`config.mk`:
```
export PLATFORM = sky130hd
export DESIGN_NAME = rightshift_seq32_flat
export DESIGN_NICKNAME = d
export VERILOG_FILES = /design/src/rtl/rightshift_seq32_pkg.sv /design/src/rtl/rightshift_seq32_if.sv /design/src/rtl/rightshift_seq32_stage.sv /design/src/rtl/rightshift_seq32.sv /design/src/flat_wrapper.sv
export SDC_FILE = /design/constraint.sdc
export NUM_CORES = 1
export LEC_CHECK = 0
export ABC_AREA = 1
export BUFFER_PORTS_ARGS = -buffer_cell sky130_fd_sc_hd__clkbuf_2
export CORE_MARGIN = 2
export CORE_UTILIZATION = 53
export CTS_BUF_LIST = sky130_fd_sc_hd__clkbuf_4
export CTS_CLUSTER_SIZE = 24
export DETAILED_ROUTE_END_ITERATION = 16
export PLACE_DENSITY_LB_ADDON = 0.12
export SLEW_MARGIN = 10
export SYNTH_ARGS = -nofsm -noshare
export SYNTH_HDL_FRONTEND = slang
export SYNTH_HIERARCHICAL = 1
export SYNTH_SLANG_ARGS = --single-unit
```
`constraint.sdc`:
```
create_clock -name clock -period 2 [get_ports clock]
set_clock_uncertainty 0.15 [all_clocks]
set_input_delay 0.4 -clock clock [delete_from_list [all_inputs] [get_ports clock]]
set_output_delay 0.4 -clock clock [all_outputs]
set_load 0.02 [all_outputs]
```
`src/rtl/rightshift_seq32_pkg.sv`:
```
// Shared ALU constants for the shift path: widths, FSM encoding and opcode bit.
package rightshift_seq32_pkg;

    localparam int DATA_W  = 32;
    localparam int SHAMT_W = 5;
    localparam int STAGE_W = 3;

    // Instruction bit that selects SRA over SRL in the decoder.
    localparam int SRA_OPC_BIT = 30;

    localparam logic [STAGE_W-1:0] K_FIRST = 3'd4;

    typedef enum logic [1:0] {
        ST_IDLE  = 2'd0,
        ST_SHIFT = 2'd1,
        ST_DONE  = 2'd2
    } shift_state_e;

endpackage

```
`src/rtl/rightshift_seq32_if.sv`:
```
// Start/result bus of the sequential right shifter.
interface rightshift_seq32_if;
    import rightshift_seq32_pkg::*;

    logic               ctrl_shift;
    logic               sra;
    logic [SHAMT_W-1:0] shamt;
    logic [DATA_W-1:0]  data_in;
    logic [DATA_W-1:0]  data_out;
    logic               data_resultRDY;
    logic               busy;

    modport master (
        output ctrl_shift, sra, shamt, data_in,
        input  data_out, data_resultRDY, busy
    );

    modport slave (
        input  ctrl_shift, sra, shamt, data_in,
        output data_out, data_resultRDY, busy
    );

endinterface

```
`src/rtl/rightshift_seq32_stage.sv`:
```
// One power-of-two right-shift stage; the counter selects which stage is applied.
module rightshift_stage
    import rightshift_seq32_pkg::*;
(
    input  logic [DATA_W-1:0]  work,
    input  logic [STAGE_W-1:0] k,
    input  logic               en,
    input  logic               fill,
    output logic [DATA_W-1:0]  shifted
);

    always_comb begin
        shifted = work;
        if (en) begin
            case (k)
                3'd4:    shifted = {{16{fill}}, work[31:16]};
                3'd3:    shifted = {{8{fill}},  work[31:8]};
                3'd2:    shifted = {{4{fill}},  work[31:4]};
                3'd1:    shifted = {{2{fill}},  work[31:2]};
                3'd0:    shifted = {fill,       work[31:1]};
                default: shifted = work;
            endcase
        end
    end

endmodule

```
`src/rtl/rightshift_seq32.sv`:
```
// Sequential SRL/SRA: resolves shift stages 16,8,4,2,1 over five cycles.
module rightshift_seq32
    import rightshift_seq32_pkg::*;
(
    input  logic                clock,
    input  logic                reset,
    rightshift_seq32_if.slave   bus
);

    shift_state_e       state_q, state_d;
    logic [STAGE_W-1:0] k_q, k_d;
    logic [DATA_W-1:0]  work_q, work_d;
    logic [SHAMT_W-1:0] shamt_q, shamt_d;
    logic               fill_q, fill_d;
    logic [DATA_W-1:0]  dout_q, dout_d;
    logic               rdy_q, busy_q;
    logic [DATA_W-1:0]  stage_out;

    rightshift_stage u_stage (
        .work    (work_q),
        .k       (k_q),
        .en      (shamt_q[k_q]),
        .fill    (fill_q),
        .shifted (stage_out)
    );

    always_comb begin
        state_d = state_q;
        k_d     = k_q;
        work_d  = work_q;
        shamt_d = shamt_q;
        fill_d  = fill_q;
        dout_d  = dout_q;
        case (state_q)
            ST_IDLE, ST_DONE: begin
                state_d = ST_IDLE;
                // DONE accepts a start like IDLE so back-to-back ops lose no cycle.
                if (bus.ctrl_shift) begin
                    work_d  = bus.data_in;
                    shamt_d = bus.shamt;
                    fill_d  = bus.sra & bus.data_in[DATA_W-1];
                    k_d     = K_FIRST;
                    state_d = ST_SHIFT;
                end
            end
            ST_SHIFT: begin
                work_d = stage_out;
                if (k_q == '0) begin
                    dout_d  = stage_out;
                    state_d = ST_DONE;
                end else begin
                    k_d = k_q - 3'd1;
                end
            end
            default: state_d = ST_IDLE;
        endcase
    end

    always_ff @(posedge clock) begin
        if (reset) begin
            state_q <= ST_IDLE;
            k_q     <= K_FIRST;
            work_q  <= '0;
            shamt_q <= '0;
            fill_q  <= 1'b0;
            dout_q  <= '0;
            rdy_q   <= 1'b0;
            busy_q  <= 1'b0;
        end else begin
            state_q <= state_d;
            k_q     <= k_d;
            work_q  <= work_d;
            shamt_q <= shamt_d;
            fill_q  <= fill_d;
            dout_q  <= dout_d;
            rdy_q   <= (state_d == ST_DONE);
            busy_q  <= (state_d == ST_SHIFT);
        end
    end

    assign bus.data_out       = dout_q;
    assign bus.data_resultRDY = rdy_q;
    assign bus.busy           = busy_q;

endmodule

```
`src/flat_wrapper.sv`:
```
// flat-port wrapper written by rule: the top's interface ports become plain ports
module rightshift_seq32_flat import rightshift_seq32_pkg::*;
  (clock, reset, bus_ctrl_shift, bus_sra, bus_shamt, bus_data_in, bus_data_out, bus_data_resultRDY, bus_busy);
  rightshift_seq32_if bus_i ();
  input  logic clock;
  input  logic reset;
  input wire logic [$bits(bus_i.ctrl_shift)-1:0] bus_ctrl_shift;
  input wire logic [$bits(bus_i.sra)-1:0] bus_sra;
  input wire logic [$bits(bus_i.shamt)-1:0] bus_shamt;
  input wire logic [$bits(bus_i.data_in)-1:0] bus_data_in;
  output wire logic [$bits(bus_i.data_out)-1:0] bus_data_out;
  output wire logic [$bits(bus_i.data_resultRDY)-1:0] bus_data_resultRDY;
  output wire logic [$bits(bus_i.busy)-1:0] bus_busy;
  assign bus_i.ctrl_shift = bus_ctrl_shift;
  assign bus_i.sra = bus_sra;
  assign bus_i.shamt = bus_shamt;
  assign bus_i.data_in = bus_data_in;
  assign bus_data_out = bus_i.data_out;
  assign bus_data_resultRDY = bus_i.data_resultRDY;
  assign bus_busy = bus_i.busy;
  rightshift_seq32 u_core (.clock(clock), .reset(reset), .bus(bus_i));
endmodule
```
# Word-level counts from Yosys, hierarchy flattened
# Cells that the tools add are included.
# totals
ff_bits	77
inputBits	41
elab_cells	41
# classes
addsub	1
magnitude_cmp	1
n_eq_ne	10
n_mux	12
bitwise_logic	1
n_reduce_logical	8
# ops
op	count
32-bit case mux with 5 select lines	1
32-bit two-way mux	2
32-bit case mux with 2 select lines	1
3-bit by 2-bit equality test with 1-bit output (second input constant)	2
3-bit two-way mux	2
3-bit case mux with 2 select lines	1
2-bit AND reduction	3
2-bit by 1-bit equality test with 1-bit output (second input constant)	2
2-bit equality test (second input constant)	2
3-bit by 4-bit < comparator with 1-bit output (second input constant)	1
2-bit != test (second input constant)	2
2-bit case mux with 2 select lines	1
1-bit binary-select mux with 3-bit select	1
3-bit by 1-bit equality test with 1-bit output (second input constant)	1
3-bit equality test (second input constant)	1
3-bit zero test	1
3-bit AND reduction	1
3-bit by 1-bit subtractor with 3-bit output (second input constant)	1
2-bit zero test	1
1-bit two-way mux	2
2-bit two-way mux	1
2-bit nonzero test	1
2-bit OR reduction	1
1-bit AND	1

# Depth between registers and ports, before layout
# logic_depth
word_depth	4
depth_mapped	15
depth_no_buf	14

# Modules after synthesis
# Netlist, hierarchy kept.
# modules_own_cells
module	instances	cells_per_inst	area_per_inst_um2
rightshift_seq32	1	398	3016.6
rightshift_stage	1	341	1679.1

# Worst setup path before layout
# No wires, ideal clock.
# synth_path
path_kind	register to register
startpoint	reg u_core.k_q[0]
endpoint	reg u_core.work_q[5]
t_arrival_ns	1.818
t_required_ns	1.786
path_slack_ns	-0.032
path_stages_with_launch	16
n_path_buf	1
period_less_slack_ns	2.032
path_cell_list	dfxtp_1 > inv_1 > nand2_1 > nand3_1 > nand2_1 > nand2_1 > nand2_1 > nand2_2 > inv_2 > buf_2 > nor2_1 > a21oi_1 > inv_1 > o21ai_0 > nor2_1 > nor2_1
# synth_via
elab_chain_len	4
word_cells_on_any_way	10
classes_between	eq/ne: 4; mux: 5; reduce/logical: 1
# synth_rtl
item	line	source
start: declaration	rightshift_seq32.sv:11	logic [STAGE_W-1:0] k_q, k_d;
start signal: assignment	rightshift_seq32.sv:71	k_q <= k_d;
3-bit by 1-bit equality test with 1-bit output (tied with other cells)	rightshift_seq32_stage.sv:15	case (k)
32-bit case mux with 5 select lines / 1-bit two-way mux (equally long branches)	rightshift_seq32_stage.sv:15, rightshift_seq32.sv:22	
32-bit two-way mux *	rightshift_seq32_stage.sv:14	if (en) begin
net u_core.stage_out[5]	rightshift_seq32.sv:17	logic [DATA_W-1:0] stage_out;
32-bit case mux with 2 select lines *	rightshift_seq32.sv:34	case (state_q)
end signal: assignment	rightshift_seq32.sv:72	work_q <= work_d;
end: declaration	rightshift_seq32.sv:12	logic [DATA_W-1:0] work_q, work_d;
# The timed path passes the listed nets; every way through them passes the cells marked *. The select of a mux whose other input is x is not followed.
# A chain may end at the register's enable or synchronous reset.

# Final worst setup path
# layout_path
startpoint	reg u_core.k_q[0]
endpoint	reg u_core.work_q[29]
# The elaborated chain is that of the path after synthesis.

==> impl_metrics.env <==
export IMPL_setup_violations=0
export IMPL_r2r_end="u_core/work_q[29]"
export IMPL_cts_buffer_depth=2
export IMPL_numCtsBuffers=9
export IMPL_syn_area_sq_um=4700
export IMPL_syn2layout_area_growth_pct=22.4
export IMPL_cp_endpoint="u_core/work_q[29]"
export IMPL_wl_per_cell_um=15.5
export IMPL_grtUsageMet2_pct=45.3
export IMPL_synth_cell_types=30
export IMPL_via_per_inst=5.77
export IMPL_die_area_sq_um=9630
export IMPL_cts_root_buffer="clkbuf_4"
export IMPL_p_switching_mw=1.77
export IMPL_via_count=5341
export IMPL_drc=0
export IMPL_drv_slew=0
export IMPL_p_per_area_nw_per_um2=798
export IMPL_cp_data_required_time_ns=2.21
export IMPL_cts_sinks=77
export IMPL_crit_path_start_kind="flip-flop"
export IMPL_startpoint="u_core/k_q[0]"
export IMPL_ys_ff_latch=77
export IMPL_hold_violations=0
export IMPL_min_period_ns=1.93
export IMPL_grt_max_degree=60
export IMPL_r2r_slack_ns=0.07
export IMPL_end_kind="flip-flop"
export IMPL_dp_cells=902
export IMPL_drive_gt1_share_pct=25.8
export IMPL_rsz0062_at_grt="true"
export IMPL_grt_use_met3_pct=4.87
export IMPL_drv_cap=0
export IMPL_place_congestion=0.911
export IMPL_grt_use_met1_pct=40.0
export IMPL_worstRegToRegCells=13
export IMPL_power_leakage_nw=2.71
export IMPL_ir_drop_mv=0.431
export IMPL_synthCells=739
export IMPL_die_x_um=98.1
export IMPL_cp_max_fo=11
export IMPL_initial_core_util_pct=54.4
export IMPL_fin_nets=856
export IMPL_overflow=0
export IMPL_relSlewSlack_pct=71.0
export IMPL_grt_first_pass_wirelength_um=23100
export IMPL_rr_startpoint="u_core/k_q[0]"
export IMPL_insertion_delay_ns=0.43
export IMPL_sw_frac_of_total_pct=38.6
export IMPL_grt_busiest_layer="met2"
export IMPL_crit_chain="nand2_1, nand3_2, nand2_1, nand2_1, nand2_2, nand2_8, clkinv_8, buf_6, nand2_2, nor2_1, nor2_1, o21ai_1, nor3_2"
export IMPL_drtAntennaViolNets=0
export IMPL_status="completed"
export IMPL_avgSynthCellArea_sq_um=6.35
export IMPL_path_delay_family="simple AND/OR/NAND/NOR gates"
export IMPL_cts_max_level=3
export IMPL_placement_io_buffers=74
export IMPL_core_area_sq_um=8640
export IMPL_final_common_cell="nor2_1"
export IMPL_path_clk_slew_ns=0.13
export IMPL_critPathKind="reg2reg"
export IMPL_hold_class="in2reg"
export IMPL_p_total_mw=4.59
export IMPL_period_share_pct=96.4
export IMPL_critPathMaxStageDelay_ns=0.43
export IMPL_path_common_cell="nand2_1"
export IMPL_layout_common_cells="nor2_1, nand2_1, nand3_1"
export IMPL_arrival_ns=2.14
export IMPL_worst_slew_pin_slew_ns=0.435
export IMPL_max_freq_mhz=519
export IMPL_drtIter0Drc=301
export IMPL_track_usage_pct=28.9
export IMPL_crit_buf_inv=2
export IMPL_antennaDiodeCount=0
export IMPL_hpwlAfterDp_um=9650
export IMPL_syn_num_nets=782
export IMPL_ios=75
export IMPL_ys_seq_area_share_pct=32.8
export IMPL_ys_warn_count=6
export IMPL_cts_hold_buf=0
export IMPL_routed_wl_um=14300
export IMPL_power_share_clock_pct=23.8
export IMPL_hp_start="reset"
export IMPL_p_int_mw=2.82
export IMPL_seq_power_share_pct=40.4
export IMPL_finalNonFillerCells=926
export IMPL_critical_path_depth=13
export IMPL_tritoncts="done"
export IMPL_antenna_found_initial=0
export IMPL_grt_pass1_vias=4810
export IMPL_die_y_um=98.1
export IMPL_dr_pass1_iters=5
export IMPL_p_comb_share_pct=35.8
export IMPL_rows=34
export IMPL_cpMaxStageDelayCell="dfxtp_4"
## power by group through the flow
stage	logic [mW]	registers, mW	clock network (mW)
floorplan	0.953	1.84	0
global placement	1.34	1.87	0
detailed placement	1.36	1.87	0
CTS	1.39	1.84	1.11
global route	1.80	1.87	1.16
finish	1.64	1.85	1.09
## cells in the mapped netlist
master | number | share of area [%]
xor2_1 | 1 | 0.19
nand2_2 | 5 | 0.67
nand3_1 | 93 | 9.9
nand2_1 | 133 | 11
nor2_1 | 142 | 11
o21ai_1 | 9 | 0.96
a21oi_2 | 1 | 0.19
nor2_8 | 1 | 0.43
inv_1 | 21 | 1.7
clkbuf_4 | 1 | 0.16
and2_1 | 1 | 0.13
buf_6 | 7 | 1.7
ha_1 | 2 | 0.53
buf_2 | 26 | 2.8
clkbuf_1 | 9 | 0.72
dfxtp_1 | 77 | 33
buf_1 | 1 | 0.080
inv_4 | 1 | 0.13
inv_2 | 7 | 0.56
nor3_1 | 28 | 3.0
nand4_1 | 52 | 6.9
nor2_2 | 3 | 0.40
o21ai_4 | 1 | 0.35
buf_4 | 14 | 2.2
o21ai_0 | 43 | 4.6
or2_1 | 1 | 0.13
nand2_4 | 2 | 0.48
nor2_4 | 1 | 0.24
a21oi_1 | 54 | 5.8
nand3b_1 | 2 | 0.32
## flip-flops by register name, indices dropped and copies added, names as in the netlist
| signal | cells |
|---|---|
| u_core/bus.busy | 1 |
| u_core/bus.data_out | 32 |
| u_core/bus.data_resultRDY | 1 |
| u_core/fill_q | 1 |
| u_core/k_q | 3 |
| u_core/shamt_q | 5 |
| u_core/state_q | 2 |
| u_core/work_q | 32 |
## worst reg2reg max path: stages, from the launching register on
cell and delay (ns):
dfxtp_4 0.43, nand2_1 0.10, nand3_2 0.08, nand2_1 0.05, nand2_1 0.07, nand2_2 0.10
nand2_8 0.13, clkinv_8 0.09, buf_6 0.15, nand2_2 0.07, nor2_1 0.04, nor2_1 0.15
o21ai_1 0.09, nor3_2 0.18
## metal layers
layer	share of wire, %	wire [um]
met1	45	6410
met2	47	6680
met3	6.3	907
met4	2.4	342
met5	0	0
## per-stage QoR
| stage | hold slack (ns) | cell area (sq um) | worst slack [ns] | util [%] | TNS (ns) |
|---|---|---|---|---|---|
| finish | 0.0433 | 5750 | 0.0716 | 66.6 | 0 |
| global route | 0.0345 | 5750 | -0.0611 | 66.6 | -0.965 |
| CTS | 0.0285 | 5400 | 0.0166 | 62.5 | 0 |
| detailed placement | 0.295 | 5210 | -0.0601 | 60.4 | -0.121 |
| global placement | 0.296 | 5210 | 0.0393 | 60.4 | 0 |
| floorplan | 0.279 | 4700 | 0.0937 | - | 0 |
## how the worst min path moves through the flow
stage | to | depth (start not counted)
after global routing | u_core/fill_q | 2
after floorplan | u_core/shamt_q[1] | 2
after CTS | u_core/fill_q | 2
final | u_core/k_q[1] | 2
after detailed placement | u_core/shamt_q[3] | 2
after global placement | u_core/shamt_q[3] | 2
## cell families after synthesis
group                    share of synthesized area [%]
flip-flops                                        32.8
AND/OR/NAND/NOR                                   44.6
XOR/XNOR                                         0.187
adder cells (fa/ha/maj)                          0.533
buffers and inverters                             10.0
AO/OA/AOI/OAI                                     11.8
## layout make-up
type / instances / area (sq um)
fillers: 819 / 2890
inverters: 29 / 126
clock inverters: 6 / 87.6
well taps: 108 / 135
multi-input cells: 575 / 2880
clock buffers: 10 / 75.1
repair buffers: 121 / 900
flip-flops and latches: 77 / 1550
## repair_timing
item / CTS / global route
gates resized for setup: 6 / 73
setup endpoints to repair: 25 / 51
setup buffers: 0 / 6
cloned: 0 / 2
pin swaps: 0 / 27
(Power assumes the default switching activity.)
